### src/rtl/sprite_line_sched.sv
// Per-scanline sprite scheduler: scans object RAM, fetches one tile row per hit, issues draw commands.
// Optional per-line sprite cap enabled by defining SPRITE_LIMIT_EN.
module sprite_line_sched #(
  parameter int NUM_OBJ      = 128,
  parameter int MAX_PER_LINE = 32
) (
  input  logic        clk,
  input  logic        reset,
  input  logic        line_start,
  input  logic [8:0]  target_v,
  output logic [7:0]  obj_addr,
  input  logic [63:0] obj_data,
  output logic        rom_req,
  output logic [19:0] rom_addr,
  input  logic        rom_ack,
  input  logic [63:0] rom_data,
  output logic [63:0] lb_bitplanes,
  output logic        lb_flip,
  output logic [3:0]  lb_color,
  output logic [9:0]  lb_pos,
  output logic        lb_we,
  input  logic        lb_idle,
  output logic        busy,
  output logic        overflow,
  output logic [3:0]  dbg_state
);

  localparam int IW = (NUM_OBJ > 1) ? $clog2(NUM_OBJ) : 1;

  typedef enum logic [3:0] {
    S_IDLE, S_ADDR, S_WAIT_OBJ, S_CHECK, S_FETCH, S_WAIT_LB, S_WRITE, S_NEXT, S_DONE
  } state_t;

  state_t        state_q, state_d;
  logic [IW-1:0] idx_q;
  logic [8:0]    tv_q;
  logic          abort_q;
  logic          cap_hit;

  logic [8:0]    ent_y;
  logic [1:0]    ent_h;
  logic [15:0]   ent_code;
  logic [3:0]    ent_color;
  logic          ent_fx, ent_fy;
  logic [9:0]    ent_x;

  logic [8:0]    rel;
  logic [7:0]    height;
  logic          hit;
  logic [7:0]    row8;
  logic [15:0]   code_eff;

  // rel wraps mod 512, so sprites straddling line 0 still hit
  always_comb begin
    rel      = tv_q - ent_y;
    height   = 8'd16 << ent_h;
    hit      = rel < {1'b0, height};
    row8     = ent_fy ? (height - 8'd1 - rel[7:0]) : rel[7:0];
    code_eff = ent_code + {13'd0, row8[6:4]};
  end

  // ROM handshake: rom_req stays high with rom_addr frozen until the single-cycle
  // rom_ack; a line_start during FETCH still waits for that ack, then drops the data.
  always_comb begin
    state_d = state_q;
    if (state_q == S_FETCH) begin
      if (rom_ack) state_d = (line_start || abort_q) ? S_ADDR : S_WAIT_LB;
    end else if (line_start) begin
      state_d = S_ADDR;
    end else begin
      case (state_q)
        S_ADDR:     state_d = S_WAIT_OBJ;
        S_WAIT_OBJ: state_d = S_CHECK;
        S_CHECK:    state_d = hit ? S_FETCH : S_NEXT;
        S_WAIT_LB:  if (lb_idle) state_d = S_WRITE;
        S_WRITE:    state_d = cap_hit ? S_DONE : S_NEXT;
        S_NEXT:     state_d = (idx_q == IW'(NUM_OBJ - 1)) ? S_DONE : S_ADDR;
        S_DONE:     state_d = S_IDLE;
        default:    state_d = S_IDLE;
      endcase
    end
  end

  always_ff @(posedge clk) begin
    if (reset) state_q <= S_IDLE;
    else       state_q <= state_d;
  end

  always_ff @(posedge clk) begin
    if (reset) begin
      idx_q        <= '0;
      tv_q         <= '0;
      abort_q      <= 1'b0;
      rom_addr     <= '0;
      lb_bitplanes <= '0;
      lb_flip      <= 1'b0;
      lb_color     <= '0;
      lb_pos       <= '0;
      ent_y        <= '0;
      ent_h        <= '0;
      ent_code     <= '0;
      ent_color    <= '0;
      ent_fx       <= 1'b0;
      ent_fy       <= 1'b0;
      ent_x        <= '0;
    end else begin
      if (line_start) begin
        tv_q    <= target_v;
        idx_q   <= '0;
        abort_q <= (state_q == S_FETCH) && !rom_ack;
      end else begin
        if (state_q == S_FETCH && rom_ack) abort_q <= 1'b0;
        if (state_q == S_NEXT) idx_q <= idx_q + 1'b1;
      end
      if (state_q == S_WAIT_OBJ) begin
        ent_y     <= obj_data[8:0];
        ent_h     <= obj_data[10:9];
        ent_code  <= obj_data[31:16];
        ent_color <= obj_data[35:32];
        ent_fx    <= obj_data[36];
        ent_fy    <= obj_data[37];
        ent_x     <= obj_data[57:48];
      end
      if (state_q == S_CHECK) rom_addr <= {code_eff, row8[3:0]};
      if (state_q == S_FETCH && rom_ack && !line_start && !abort_q) begin
        lb_bitplanes <= rom_data;
        lb_flip      <= ent_fx;
        lb_color     <= ent_color;
        lb_pos       <= ent_x;
      end
    end
  end

  assign obj_addr  = 8'(idx_q);
  assign rom_req   = (state_q == S_FETCH);
  // a restart landing on the WRITE cycle cancels the strobe
  assign lb_we     = (state_q == S_WRITE) && !line_start;
  assign busy      = (state_q != S_IDLE) && (state_q != S_DONE);
  assign dbg_state = state_q;

`ifdef SPRITE_LIMIT_EN
  localparam int CW = $clog2(MAX_PER_LINE + 1);
  logic [CW-1:0] hit_cnt_q;
  logic          ovf_q;

  assign cap_hit = (hit_cnt_q == CW'(MAX_PER_LINE - 1));

  always_ff @(posedge clk) begin
    if (reset || line_start) begin
      hit_cnt_q <= '0;
      ovf_q     <= 1'b0;
    end else if (lb_we) begin
      hit_cnt_q <= hit_cnt_q + 1'b1;
      if (cap_hit) ovf_q <= 1'b1;
    end
  end

  assign overflow = ovf_q;
`else
  logic unused_cap;
  assign cap_hit    = 1'b0;
  assign overflow   = 1'b0;
  assign unused_cap = (MAX_PER_LINE == 0);
`endif

  logic unused_bits;
  assign unused_bits = ^{obj_data[15:11], obj_data[47:38], obj_data[63:58], row8[7]};

endmodule

### config.mk
export PLATFORM = sky130hd
export DESIGN_NAME = sprite_line_sched
export DESIGN_NICKNAME = d
export VERILOG_FILES = /design/src/rtl/sprite_line_sched.sv
export SDC_FILE = /design/constraint.sdc
export NUM_CORES = 1
export LEC_CHECK = 0
export BUFFER_PORTS_ARGS = -buffer_cell sky130_fd_sc_hd__buf_2
export CAP_MARGIN = 30
export CORE_MARGIN = 5
export CORE_UTILIZATION = 35
export DETAILED_ROUTE_END_ITERATION = 10
export PLACE_DENSITY_LB_ADDON = 0.1
export RECOVER_POWER = 50
export SLEW_MARGIN = 25
export SYNTH_ARGS = -nofsm -noshare
export SYNTH_HDL_FRONTEND = slang
export SYNTH_SLANG_ARGS = --single-unit
### constraint.sdc
create_clock -name clk -period 4.04 [get_ports clk]
set_input_delay 0.808 -clock clk [delete_from_list [all_inputs] [get_ports clk]]
set_output_delay 0.808 -clock clk [all_outputs]
set_load 0.01 [all_outputs]
==> results by group <==
Placed design
  – Placed insts: 1278
  – Final Wtd Congestion: 0.747
  – Place WS: 0.0616 ns
  – Final HPWL DP: 12.6 mm
  – Post-Place Cell Area: 8070 um2
  – Number of port buffers: 233

Yosys
  – Top cell type's share of synthesized area: 48.6%
  – Sequential area share after synthesis: 48.6%
  – Mapped Cells: 831
  – YS warnings: 0
  – Post-Syn Area: 6720 um2
  – Synth cell count leaders: 255 x nand2_1, 163 x dfxtp_1, 131 x a21oi_1
  – Top_reg_cell synth: dfxtp_1
  – Cell with the most instances after synthesis: nand2_1
  – Leading post-synthesis cells by cell area: dfxtp_1 49%, nand2_1 14%, a21oi_1 9.8%
  – Post-synth EDFFs: 0
  – Count of different cell masters after synthesis: 47
  – Synth Area per Inst: 8.09 um2
  – Yosys reg bits: ~160
  – Area leader, netlist: dfxtp_1
  – Post-synth ARST share: 0%

Timing
  – Final Setup Violations: 0
  – Final Worst Setup Slack: 0.237 ns
  – Skew final: 0.0119 ns
  – Worst Tran Pin Value: 2.39 ns
  – Max frequency: 263 MHz
  – Pins Over Slew Limit: 44
  – RSZ-0062 raised after global routing: false
  – Final min period: about 3.8 ns
  – Final TNS setup: 0 ns
  – Hold Slack: 0.448 ns
  – Final period utilization: about 94%
  – Fin. Hold Viols: 0
  – Max transition margin: -59.7%

Status
  – Status: finished, violations left
  – Failing checks: max-capacitance violations, max-slew violations

Routing
  – Final wirelength: approximately 19 mm
  – Vias per cell: 4.60
  – DR iter-0 viols: roughly 220
  – Routed wire per std cell: 14.3 um
  – Final antenna-violating net count: 0
  – 1st-pass router iterations: 4
  – DR DRC count: 0
  – Via count: 6045

GRT
  – Largest net degree at the start of global routing: 90
  – Initial antenna violation count: 3
  – GRT Residual Overflow: 0
  – First-pass GRT wire length: 29.3 mm
  – Vias in the first global route: 5681
  – Tot GR Track Use: 16.3%

Setup path
  – Critical path fanouts, max: 8
  – Crit path DAT: 4.08 ns
  – Critical Path End Type: flip-flop
  – Critical path class: flip-flop to flip-flop
  – Critical Path RT: 4.31 ns
  – Startpoint types: flip-flop
  – Worst reg2reg setup slack: 0.24 ns
  – Critical path origin: tv_q[0]
  – Reg2Reg Launch Point: tv_q[0]

Pwr
  – PD cells: 430 nW/um2
  – Peak VDD IR: 0.000263 V
  – Lkg Pwr: between 3 and 4 nW
  – Total power: 3.70 mW

Clocking
  – CTS tree: yes
  – Clock Latency Late Sink: 0.42 ns
  – CTS root buf: clkbuf_16
  – Clk slew on worst S/H paths: 0.07 ns
  – Clock buffer depth: 2
  – TritonCTS Buffers: 17
  – Clock Sinks: 163
  – H-tree depth: 4

Worst hold path
  – Min-delay src: ent_x[2]
  – Hold Crit Class: flip-flop to flip-flop

Layout
  – Final Non-Filler Cells: approximately 1300
  – Design area: 8620 um2
  – Nets@finish: 1203
  – Antenna diode count: 0
  – Synth-to-Final Area Change: 28.2%
  – Share of layout cells above drive strength 1: 17.5%
  – Final cell utilization of the core: 45.8%
  – Fill cells: 2029

Floorplanning
  – Initial Utilization: 35.7%
  – Core area: 18800 um2
  – Site row count: 50
  – Die span in y: 149 um
  – Ports: 257
  – Die W: 149 um
  – Full die area: 22100 um2

Flow run
  – Max-cap violations: 1
metal layers:
layer  GRT usage [%]  share of wire (%)
met4            5.08                1.5
met5               0               0.18
met3            4.69                6.2
met2            26.6                 46
met1            20.9                 46
power by group:
part           internal [mW]  total [mW]  switching, mW
logic                  0.168       0.357          0.189
clock network          0.998        1.69          0.692
registers               1.63        1.66         0.0245
final timing paths:
check | depth (start not counted) | end
min reg2reg | 2 | lb_pos[2]
max reg2reg | 20 | rom_addr[7]
max | 20 | rom_addr[7]
min | 2 | lb_pos[2]
flip-flops by register name (all words and copies together) (netlist names):
signal and flops:
ent_fy 1, ent_h 2, dbg_state 4, ent_color 4, ent_fx 1, lb_flip 1
lb_color 4, lb_pos 10, lb_bitplanes 64, idx_q 7, ent_x 10, ent_y 9
rom_addr 20, abort_q 1, ent_code 16, tv_q 9
kinds of logic (layout without fill, tap and decap cells):
group	Yosys count	after routing	synth area share [%]
flops	163	163	48.6
xor+xnor	31	31	4.04
simple gates	352	352	21.9
mux	17	17	2.57
fa+ha+maj	20	20	4.06
compound gates	175	175	14.3
buf+inv	72	293	4.58
other cells	1	2	0.0558
cells in the final DEF, fill, tap and decap left out, types with 2 or more instances in the layout:
master and count:
dfxtp_1 163, bufinv_16 3, buf_2 121, nor4_1 3
inv_6 4, conb_1 2, buf_4 12, clkbuf_16 17
nand2b_1 3, a311oi_1 2, mux2_2 2, nor2_1 47
inv_1 16, xnor2_1 22, nor3_1 5, clkbuf_1 111
o21ai_0 12, nand3_1 8, xor2_1 9, o21a_1 2
a21o_1 2, clkinvlp_4 3, a21oi_2 2, nor2b_1 4
a211oi_1 16, fa_2 2, or3_1 5, mux2i_1 15
nand4_1 5, and3_1 2, a31oi_1 2, nand2_1 254
a21oi_1 129, nor4b_1 2, ha_1 14, ha_2 2
layout make-up:
| type | count | area, um2 | area share (%) |
|---|---|---|---|
| clock inverters | 13 | 173 | 2.00 |
| multi-input cells | 597 | 3200 | 37.1 |
| well taps | 260 | 325 | 3.77 |
| inverters | 16 | 60.1 | 0.697 |
| flip-flops and latches | 163 | 3260 | 37.9 |
| repair buffers | 246 | 1160 | 13.5 |
| clock buffers | 18 | 439 | 5.10 |
repair_timing:
action,CTS,global route
setup buffers,0,3
setup endpoints to repair,0,12
gates resized for setup,0,11
hold buffers,0,0
worst max-delay path, stage by stage, from the launching register on:
cell     delay (ns)
dfxtp_1        0.31
inv_1          0.05
ha_1           0.15
inv_1          0.05
fa_2           0.34
a21o_1         0.17
a21oi_2        0.16
xor2_1         0.22
ha_2           0.20
inv_1          0.04
fa_1           0.47
inv_1          0.04
mux2_2         0.29
ha_1           0.28
a21o_1         0.17
a21oi_1        0.15
buf_4          0.18
buf_4          0.12
xnor2_1        0.07
mux2i_1        0.14
nor2_1         0.05
Power figures use the tool's default switching activity.
